[src/rtl/hall_speed_meter.sv]
// Multi-channel Hall-sensor speed meter: debounced rising edges per channel are counted over a
// fixed gate window and published with overflow and stall status at each window close.
module hall_speed_meter #(
  parameter int unsigned CH        = 2,
  parameter int unsigned CNT_W     = 10,
  parameter int unsigned GATE_CYC  = 50000000,
  parameter int unsigned DEB_CYC   = 1000,
  parameter int unsigned STALL_WIN = 3
) (
  input  logic                clk,
  input  logic                rst_n,
  input  logic                enable,
  input  logic [CH-1:0]       hall_in,
  output logic [CH*CNT_W-1:0] speed,
  output logic                speed_valid,
  output logic                dig_show,
  output logic [CH-1:0]       ovf,
  output logic [CH-1:0]       stall
);

  localparam int unsigned GateW  = $clog2(GATE_CYC);
  localparam int unsigned DebW   = $clog2(DEB_CYC + 1);
  localparam int unsigned StallW = $clog2(STALL_WIN + 1);

  // Input path state (runs regardless of enable)
  logic [CH-1:0]           sync1_q, sync2_q;
  logic [CH-1:0]           filt_q, filt_d, filt_prev_q;
  logic [CH-1:0][DebW-1:0] deb_cnt_q, deb_cnt_d;
  logic [CH-1:0]           edge_pulse;

  // Measurement state
  logic [GateW-1:0]          gate_q, gate_d;
  logic                      terminal;
  logic [CH-1:0][CNT_W-1:0]  edge_cnt_q, edge_cnt_d;
  logic [CH-1:0]             sat_q, sat_d;
  logic [CH-1:0][StallW-1:0] zero_q, zero_d;
  logic [CH-1:0][CNT_W-1:0]  speed_q, speed_d;
  logic [CH-1:0]             ovf_q, ovf_d;
  logic [CH-1:0]             stall_q, stall_d;
  logic                      valid_q, valid_d;
  logic                      show_q, show_d;

  logic [CH-1:0][CNT_W-1:0]  cnt_inc;
  logic [CH-1:0]             sat_inc;
  logic [CH-1:0][StallW-1:0] zero_nxt;

  assign edge_pulse = filt_q & ~filt_prev_q;

  // Filtered value flips on the DEB_CYC-th consecutive disagreeing sample
  always_comb begin
    filt_d    = filt_q;
    deb_cnt_d = '0;
    for (int i = 0; i < CH; i++) begin
      if (sync2_q[i] != filt_q[i]) begin
        if (deb_cnt_q[i] == DebW'(DEB_CYC - 1)) begin
          filt_d[i] = sync2_q[i];
        end else begin
          deb_cnt_d[i] = deb_cnt_q[i] + 1'b1;
        end
      end
    end
  end

  assign terminal = enable && (gate_q == GateW'(GATE_CYC - 1));

  always_comb begin
    gate_d     = '0;
    edge_cnt_d = '0;
    sat_d      = '0;
    zero_d     = '0;
    speed_d    = '0;
    ovf_d      = '0;
    stall_d    = '0;
    valid_d    = 1'b0;
    show_d     = 1'b0;
    cnt_inc    = '0;
    sat_inc    = '0;
    zero_nxt   = '0;
    for (int i = 0; i < CH; i++) begin
      cnt_inc[i] = edge_cnt_q[i] + CNT_W'(edge_pulse[i] && (edge_cnt_q[i] != '1));
      sat_inc[i] = sat_q[i] | (edge_pulse[i] && (edge_cnt_q[i] == '1));
      if (cnt_inc[i] == '0) begin
        zero_nxt[i] = (zero_q[i] == StallW'(STALL_WIN)) ? zero_q[i] : zero_q[i] + 1'b1;
      end
    end
    if (enable) begin
      gate_d  = terminal ? '0 : gate_q + 1'b1;
      speed_d = speed_q;
      ovf_d   = ovf_q;
      stall_d = stall_q;
      zero_d  = zero_q;
      show_d  = show_q;
      if (terminal) begin
        valid_d = 1'b1;
        show_d  = 1'b1;
        for (int i = 0; i < CH; i++) begin
          speed_d[i] = cnt_inc[i];
          ovf_d[i]   = sat_inc[i];
          zero_d[i]  = zero_nxt[i];
          stall_d[i] = (zero_nxt[i] == StallW'(STALL_WIN));
        end
      end else begin
        edge_cnt_d = cnt_inc;
        sat_d      = sat_inc;
      end
    end
  end

  always_ff @(posedge clk) begin
    if (!rst_n) begin
      sync1_q     <= '0;
      sync2_q     <= '0;
      filt_q      <= '0;
      filt_prev_q <= '0;
      deb_cnt_q   <= '0;
      gate_q      <= '0;
      edge_cnt_q  <= '0;
      sat_q       <= '0;
      zero_q      <= '0;
      speed_q     <= '0;
      ovf_q       <= '0;
      stall_q     <= '0;
      valid_q     <= 1'b0;
      show_q      <= 1'b0;
    end else begin
      sync1_q     <= hall_in;
      sync2_q     <= sync1_q;
      filt_q      <= filt_d;
      filt_prev_q <= filt_q;
      deb_cnt_q   <= deb_cnt_d;
      gate_q      <= gate_d;
      edge_cnt_q  <= edge_cnt_d;
      sat_q       <= sat_d;
      zero_q      <= zero_d;
      speed_q     <= speed_d;
      ovf_q       <= ovf_d;
      stall_q     <= stall_d;
      valid_q     <= valid_d;
      show_q      <= show_d;
    end
  end

  assign speed       = speed_q;
  assign speed_valid = valid_q;
  assign dig_show    = show_q;
  assign ovf         = ovf_q;
  assign stall       = stall_q;

endmodule

[config.mk]
export PLATFORM = sky130hd
export DESIGN_NAME = hall_speed_meter
export DESIGN_NICKNAME = d
export VERILOG_FILES = /design/src/rtl/hall_speed_meter.sv
export SDC_FILE = /design/constraint.sdc
export NUM_CORES = 1
export LEC_CHECK = 0
export BUFFER_PORTS_ARGS = -buffer_cell sky130_fd_sc_hd__buf_4
export CORE_MARGIN = 2
export CORE_UTILIZATION = 53
export CTS_CLUSTER_SIZE = 8
export DETAILED_ROUTE_END_ITERATION = 7
export PLACE_DENSITY = 0.69
export REMOVE_ABC_BUFFERS = 1
export SLEW_MARGIN = 20
export SYNTH_ARGS = -nofsm -noshare
export SYNTH_HDL_FRONTEND = slang
export SYNTH_SLANG_ARGS = --single-unit
[constraint.sdc]
create_clock -name clk -period 3.1 [get_ports clk]
set_input_delay 0.465 -clock clk [delete_from_list [all_inputs] [get_ports clk]]
set_output_delay 0.465 -clock clk [all_outputs]
set_load 0.01 [all_outputs]
* After elaboration in Yosys (flattened, before gate mapping)
Cells that the tools add are included.
Word-level totals: register bits 106, word-level logic and storage cells 65, input port bits 5, output and inout port bits 26
Operators by class: eq/ne operators 13, bitwise operators 8, mux-type cells 5, add/subtract/negate cells 7, reduce and logical (&&, ||, !) cells 13
Operator list (number):
- 10-bit equality test, second input constant | 4
- 26-bit by 1-bit adder with 26-bit output, second input constant | 1
- 26-bit equality test, second input constant | 1
- 10-bit by 1-bit adder with 10-bit output | 2
- 10-bit by 1-bit adder with 10-bit output, second input constant | 2
- 10-bit zero test | 2
- 10-bit inequality test, second input constant | 2
- 3-bit OR reduction | 3
- 2-bit equality test, second input constant | 4
- 2-bit 2-to-1 mux | 4
- 2-bit AND reduction | 3
- 1-bit logical AND | 5
- 2-bit by 1-bit adder with 2-bit output, second input constant | 2
- 1-bit inverter | 4
- 2-bit bitwise AND | 1
- 1-bit inequality test | 2
- 2-bit inverter | 1
- 1-bit OR | 2
- 1-bit 2-to-1 mux | 1

* Depth between registers and ports, before layout
Gate-level depths: netlist of the first run.
depth after elaboration 7, depth in mapped cells 11, depth with buffers taken out 10

* Worst setup path before layout of the first run
Ideal clock, no wire load.
path kind reg-to-reg, start point register edge_cnt_q[4] (netlist name), end point register zero_q[0] (netlist name), required time 3013 ps, buffers on the path 1, period minus slack after synthesis 2653 ps, path slack 447 ps, library setup time 87 ps, stages on the path, launching flop included 11, data arrival time 2566 ps, path through dfxtp_1 -> clkbuf_1 -> nand3_1 -> nor4_1 -> nor3b_1 -> ha_1 -> ha_1 -> or4_1 -> a211oi_1 -> nand4_1 -> o31ai_1
Between the ends: word-level cells in the longest chain between the ends 5
Ends and longest elaborated chain:
- from (decl) | line 34 | logic [CH-1:0][CNT_W-1:0] edge_cnt_q, edge_cnt_d;
- from (signal assigned) | line 132 | edge_cnt_q <= edge_cnt_d;
- 10-bit inequality test | line 80 | cnt_inc[i] = edge_cnt_q[i] + CNT_W'(edge_pulse[i] && (edge_cnt_q[i] != '1));
- 1-bit logical AND | line 80
- 10-bit by 1-bit adder with 10-bit output (*) | line 80
- 10-bit zero test (*) | line 82 | if (cnt_inc[i] == '0) begin
- 2-bit 2-to-1 mux (*) | line 82
- to (signal assigned) | line 134 | zero_q <= zero_d;
- to (decl) | line 36 | logic [CH-1:0][StallW-1:0] zero_q, zero_d;
Every way passes the cells marked *; elsewhere a longest branch is shown, timed or not. A chain may end at the register's enable or synchronous reset.

* Worst setup path after layout of the first run
Same ends and word-level chain as after synthesis.

==> flow_summary.yaml, run 1 <==
setup_path:
  arrival_ns: 3.14
  worstPathMaxFanout: 9
  crit-reg2reg-launch: "edge_cnt_q[4]"
  crit_path_end_kind: "register"
  critPathKind: "register to register"
  r2r-end: "zero_q[0]"
  startpoint_type: "register"
  r2r_cells: 9
  rrSetupSlack_ns: 0.24
  crit_required_ns: 3.38
global_route:
  gr-usage-all-layers_pct: 18.4
  grt_max_degree: 34
  grt_overflow: 0
  grt_pass1_wl_mm: 13.2
  antenna_found_initial: 0
  grt_pass1_vias: 3038
routing:
  drtIter0Drc: 235
  drcViolationCount: 0
  antenna_left: 0
  firstDrtPassIters: 4
  viasPerCell: 5.23
  vias: 3230
  wire_per_inst_um: 12.7
  wirelength_mm: 7.84
clock_network:
  cts_root_buf: "clkbuf_8"
  cts_buffers: 9
  post_cts_buffers: 0
  clk_pin_slew_worst_paths_ns: 0.10
  worstSkewPairLatency_ns: 0.37
  cts_tree: "yes"
  cts_sinks: 106
  clock_path_buffers: 2
  htreeDepth: 3
timing:
  max-slew-margin-rel_pct: 47.4
  finalSetupViolations: 0
  fmax_ghz: 0.350
  final_hold_viol_count: 0
  rsz0062_at_grt: "no"
  maxSlewViolCount: 0
  tightest_slew_ns: 0.785
  fin_crit_sh_pct: 92.2
  fin_crit_ns: 2.86
  worst_clock_skew_ns: 0.00752
  fin_ws_ns: 0.243
  finalSetupTns_ns: 0
finish:
  final-seq-area_sq_um: 2120
  nFillCells: 731
  mostFrequentLayoutCells: "dfxtp_1 (105), nor2_1 (96), xnor2_1 (39)"
  postLayoutCoreUtil_pct: 60.4
  multi_input_area_sq_um: 2180
  area_delta_synth_final_pct: 10.8
  final_area_sq_um: 4940
  drive_gt1_share_pct: 14.4
  final_common_cell: "dfxtp_1"
  antenna_cells: 0
  fin_nets: 520
power:
  vdd_drop_max_v: 0.000214
  p_leak_nw: 1.65
  finalPower_mw: 2.19
  powerDensity_nw_per_um2: 444
floorplanning:
  die_area_sq_um: 9160
  die_h_um: 95.7
  core-area_sq_um: 8180
  fp.dieW_um: 95.7
  rows: 33
  initial_core_util_pct: 54.5
  io-pin-count: 31
placed_design:
  hpwl_mm: 5.49
  gp_congestion: 0.801
  preCtsSetupSlack_ns: 0.160
  io_buffer_count: 30
  place_area_sq_um: 4750
logic_synthesis:
  async_flop_share_pct: 0
  synth_edf_count: 0
  synth.avg_cell_area_sq_um: 9.28
  synthTopCellsByArea: "dfxtp_1 (48%), nor2_1 (8.1%), xnor2_1 (7.7%)"
  synth_top_area_share_pct: 47.6
  ys.flop_type: "dfxtp_1"
  synthCells: 480
  ys_seq_area_share_pct: 47.6
  synth.largest_area_cell: "dfxtp_1"
  synth_seq_cells: 106
  yosys_warnings: 0
  synth_area_sq_um: 4460
  synth.distinct_cells: 42
min_path:
  hold_path_end: "sync1_q[0]"
  worstHoldPathType: "primary input to register"
  hp-start: "hall_in[0]"
  worstHoldPathCells: 2
job:
  cap_violations: 0
run_status:
  status: "finished, final reports clean"
==> worst max-delay path: stages (launching register included) <==
cell	delay, ns
dfxtp_2	0.42
nand3_1	0.16
nor4_1	0.41
nor3b_1	0.11
ha_1	0.27
ha_1	0.28
or4_1	0.41
a211oi_1	0.25
nand4_1	0.18
o31ai_1	0.28
==> flip-flops by register name, summed over array words and instances (netlist names), 2 cells and up <==
| register | flops |
|---|---|
| sync2_q | 2 |
| zero_q | 4 |
| sync1_q | 2 |
| filt_q | 2 |
| deb_cnt_q | 20 |
| gate_q | 26 |
| ovf | 2 |
| speed | 20 |
| edge_cnt_q | 20 |
| filt_prev_q | 2 |
| sat_q | 2 |
| stall | 2 |
==> cells by family after synthesis <==
group,count (synthesis),share of synthesized area (%)
DFF,106,47.6
and+or+nand+nor,238,25.9
muxes,9,2.05
AOI/OAI and AO/OA,34,7.36
adders and majority gates,7,1.97
xor gates and xnor gates,59,11.6
buffers and inverters,27,3.54
==> layout make-up <==
| cell class | instances | share of cell area [%] |
|---|---|---|
| Clock buffer | 13 | 3.22 |
| Clock inverter | 3 | 0.482 |
| Inverter | 11 | 0.837 |
| Multi-Input combinational cell | 347 | 44.3 |
| Sequential cell | 106 | 43.0 |
| Tap cell | 105 | 2.66 |
| Timing Repair Buffer | 33 | 5.53 |
==> through the flow <==
stage | hold slack, ns | std cells
after detailed placement | 0.436 | 602
final | 0.307 | 618
after global routing | 0.287 | 618
after global placement | 0.421 | 602
after CTS | 0.293 | 618
after floorplan | 0.412 | 464
==> where the power goes <==
| group | total [mW] | internal, mW | switching (mW) |
|---|---|---|---|
| logic | 0.0369 | 0.0112 | 0.0257 |
| registers | 1.37 | 1.36 | 0.00321 |
| clock network | 0.786 | 0.338 | 0.447 |
| total | 2.19 | 1.71 | 0.476 |
==> how the worst max path moves through the flow <==
stage                   startpoint   endpoint
finish               edge_cnt_q[4]  zero_q[0]
global route        edge_cnt_q[16]  zero_q[3]
CTS                  edge_cnt_q[4]  zero_q[0]
detailed placement   edge_cnt_q[4]  zero_q[0]
global placement     edge_cnt_q[4]  zero_q[0]
floorplan                gate_q[9]  zero_q[1]
==> Yosys cell counts, types with 8 or more instances <==
cell	instances
xor2_1	20
nor3_1	17
inv_1	11
nor2_1	96
and2_1	16
dfxtp_1	106
a211oi_2	16
nand4_1	13
nand2_1	31
xnor2_1	39
nand3_1	25
mux2i_1	8
==> metal layers <==
metal  vias to the layer above  wire length [um]  share of wire, %  GRT usage (%)
li1                       1686                 -                 -              -
met1                      1496              3780                48           22.5
met2                        36              3700                47           30.4
met3                        12               228               2.9           5.32
met4                         0               134               1.7           7.38
met5                         -                 0                 0              0
==> what timing repair did <==
action | 4_1_cts | 5_1_grt
hold buffers | 0 | 0
endpoints found under the setup margin | 0 | 4
resized for setup | 0 | 2
(Power assumes the default switching activity.)
==> run 2, diff against run 1 <==
==> constraint.sdc (replaced) <==
create_clock -name clk -period 2.87 [get_ports clk]
set_input_delay 0.4305 -clock clk [delete_from_list [all_inputs] [get_ports clk]]
set_output_delay 0.4305 -clock clk [all_outputs]
set_load 0.01 [all_outputs]
==> run 2 against run 1 <==
Compared with the run above:
- fmax up 5.4%
- combinational power rose by 8.7%
- global-route usage about the same
- clock-buffer cell count fell by 4
- design area up 1.5%
- via count barely moved
- sequential share of layout area is 0.61 points lower
- clock power grew 15%
- core utilization grew 0.93 points
- critical path type unchanged
==> flow_summary.yaml, run 2 (synthesis gave the netlist of run 1 again) <==
run_status:
  status: "finished, final reports clean"
finish:
  fin_nets: 523
  top_register: "gate_q"
  mostFrequentLayoutCells: "dfxtp_1 (103), nor2_1 (96), xnor2_1 (39)"
  final_common_cell: "dfxtp_1"
  antenna_cells: 0
  area_delta_synth_final_pct: 12.5
  nFillCells: 719
  drive_gt1_share_pct: 16.9
  largest_register_ffs: 26
  postLayoutCoreUtil_pct: 61.3
timing:
  tightest_slew_ns: 0.856
  worst_clock_skew_ns: 0.00804
  fin_ws_ns: 0.158
  fin_crit_sh_pct: 94.5
  max-slew-margin-rel_pct: 42.7
  maxSlewViolCount: 0
  fmax_ghz: 0.369
  finalSetupViolations: 0
  final_hold_viol_count: 0
  fin_crit_ns: 2.71
  rsz0062_at_grt: "yes"
setup_path:
  path_cells: "nand3_2 -> nor4_2 -> nor3b_1 -> ha_1 -> ha_1 -> or4_1 -> a211oi_1 -> nand4_1 -> a211oi_2"
  arrival_ns: 2.99
  critical-path-top-delay-family: "simple AND/OR/NAND/NOR gates"
  crit_slowest_cell: "dfxtp_1"
  crit_required_ns: 3.15
  critPathKind: "register to register"
  cp_common_cell: "ha_1"
  worstPathMaxFanout: 6
  startpoint_type: "register"
  timing.critical_path.buf_inv: 0
  crit_path_end_kind: "register"
  max_stage_delay_ns: 0.43
floorplanning:
  io-pin-count: 31
  rows: 33
  die_area_sq_um: 9160
  initial_core_util_pct: 54.5
  fp.dieW_um: 95.7
  die_h_um: 95.7
  core-area_sq_um: 8180
routing:
  antenna_left: 0
  viasPerCell: 5.20
  firstDrtPassIters: 4
  drtIter0Drc: 101
  wirelength_mm: 7.91
  wire_per_inst_um: 12.7
  drcViolationCount: 0
  vias: 3232
clock_network:
  clk_pin_slew_worst_paths_ns: 0.10
  cts_sinks: 106
  clock_path_buffers: 2
  htreeDepth: 3
  worstSkewPairLatency_ns: 0.36
  postCtsHoldBufs: 0
  cts_buffers: 9
  post_cts_buffers: 0
  cts_root_buf: "clkbuf_8"
  cts_tree: "yes"
placed_design:
  gp_congestion: 0.852
  preCtsSetupSlack_ns: 0.0839
  io_buffer_count: 30
  hpwl_mm: 5.38
min_path:
  worstHoldPathType: "primary input to register"
power:
  vdd_drop_max_v: 0.000346
  powerDensity_nw_per_um2: 483
  p_leak_nw: 1.70
global_route:
  grt_overflow: 0
  grt_pass1_wl_mm: 13.1
  gr-usage-all-layers_pct: 18.3
  antenna_found_initial: 0
  grt_max_degree: 44
  grt_pass1_vias: 3007
job:
  cap_violations: 0
-- run 2: cell count changes in the layout (fill, tap and decap cells not counted), sizes merged --
cell,delta
inv,+1
buf,+3
clkbuf,-4
bufinv,+1
clkinv,+2
-- run 2: worst reg2reg max path, stage by stage (launching register included) --
cell	delay [ns]
dfxtp_1	0.43
nand3_2	0.14
nor4_2	0.33
nor3b_1	0.10
ha_1	0.26
ha_1	0.27
or4_1	0.42
a211oi_1	0.21
nand4_1	0.20
a211oi_2	0.29
-- run 2: power breakdown --
| group | internal, mW | total [mW] | switching (mW) |
|---|---|---|---|
| Clock | 0.402 | 0.901 | 0.499 |
| Sequential | 1.47 | 1.48 | 0.00345 |
| Combinational | 0.0120 | 0.0401 | 0.0281 |
| Total | 1.89 | 2.42 | 0.531 |
-- run 2: cell type report --
type | instances | area (sq um) | area share [%]
clock inverter | 7 | 68.8 | 1.37
clock buffer | 9 | 124 | 2.47
sequential | 106 | 2130 | 42.4
tap | 105 | 131 | 2.62
timing repair buffer | 36 | 295 | 5.89
multi-input combinational | 347 | 2230 | 44.4
inverter | 11 | 41.3 | 0.824
-- run 2: metal layers --
| layer | vias to the layer above | track usage [%] | wire [um] |
|---|---|---|---|
| li1 | 1692 | - | - |
| met1 | 1476 | 22.3 | 3770 |
| met2 | 46 | 31.1 | 3720 |
| met3 | 18 | 5.25 | 272 |
| met4 | 0 | 6.43 | 145 |
| met5 | - | 0 | 0 |
-- run 2: repair_timing --
action	4_1_cts	5_1_grt
hold endpoints to repair	0	0
resized for setup	0	11
setup endpoints to repair	0	6
-- run 2: path summary, 6_finish.rpt --
kind	to	start	cells past startpoint	slack [ns]
worst max register to register	zero_q[1]	edge_cnt_q[5]	9	0.16
worst min register to register	deb_cnt_q[0]	deb_cnt_q[0]	1	0.45
worst max-delay path	zero_q[1]	edge_cnt_q[5]	9	0.16
worst min-delay path	sync1_q[0]	hall_in[0]	2	0.27
-- run 2: metrics by stage --
stage               std cells  power [mW]  hold slack [ns]  cell area, sq um  setup TNS (ns)
CTS                       621        2.45            0.256              4960               0
floorplan                 464        1.53            0.412              4340               0
finish                    621        2.42            0.266              5010               0
global placement          605        1.55            0.421              4770               0
global route              621        2.51            0.259              5010        -0.00420
detailed placement        605        1.55            0.433              4770               0
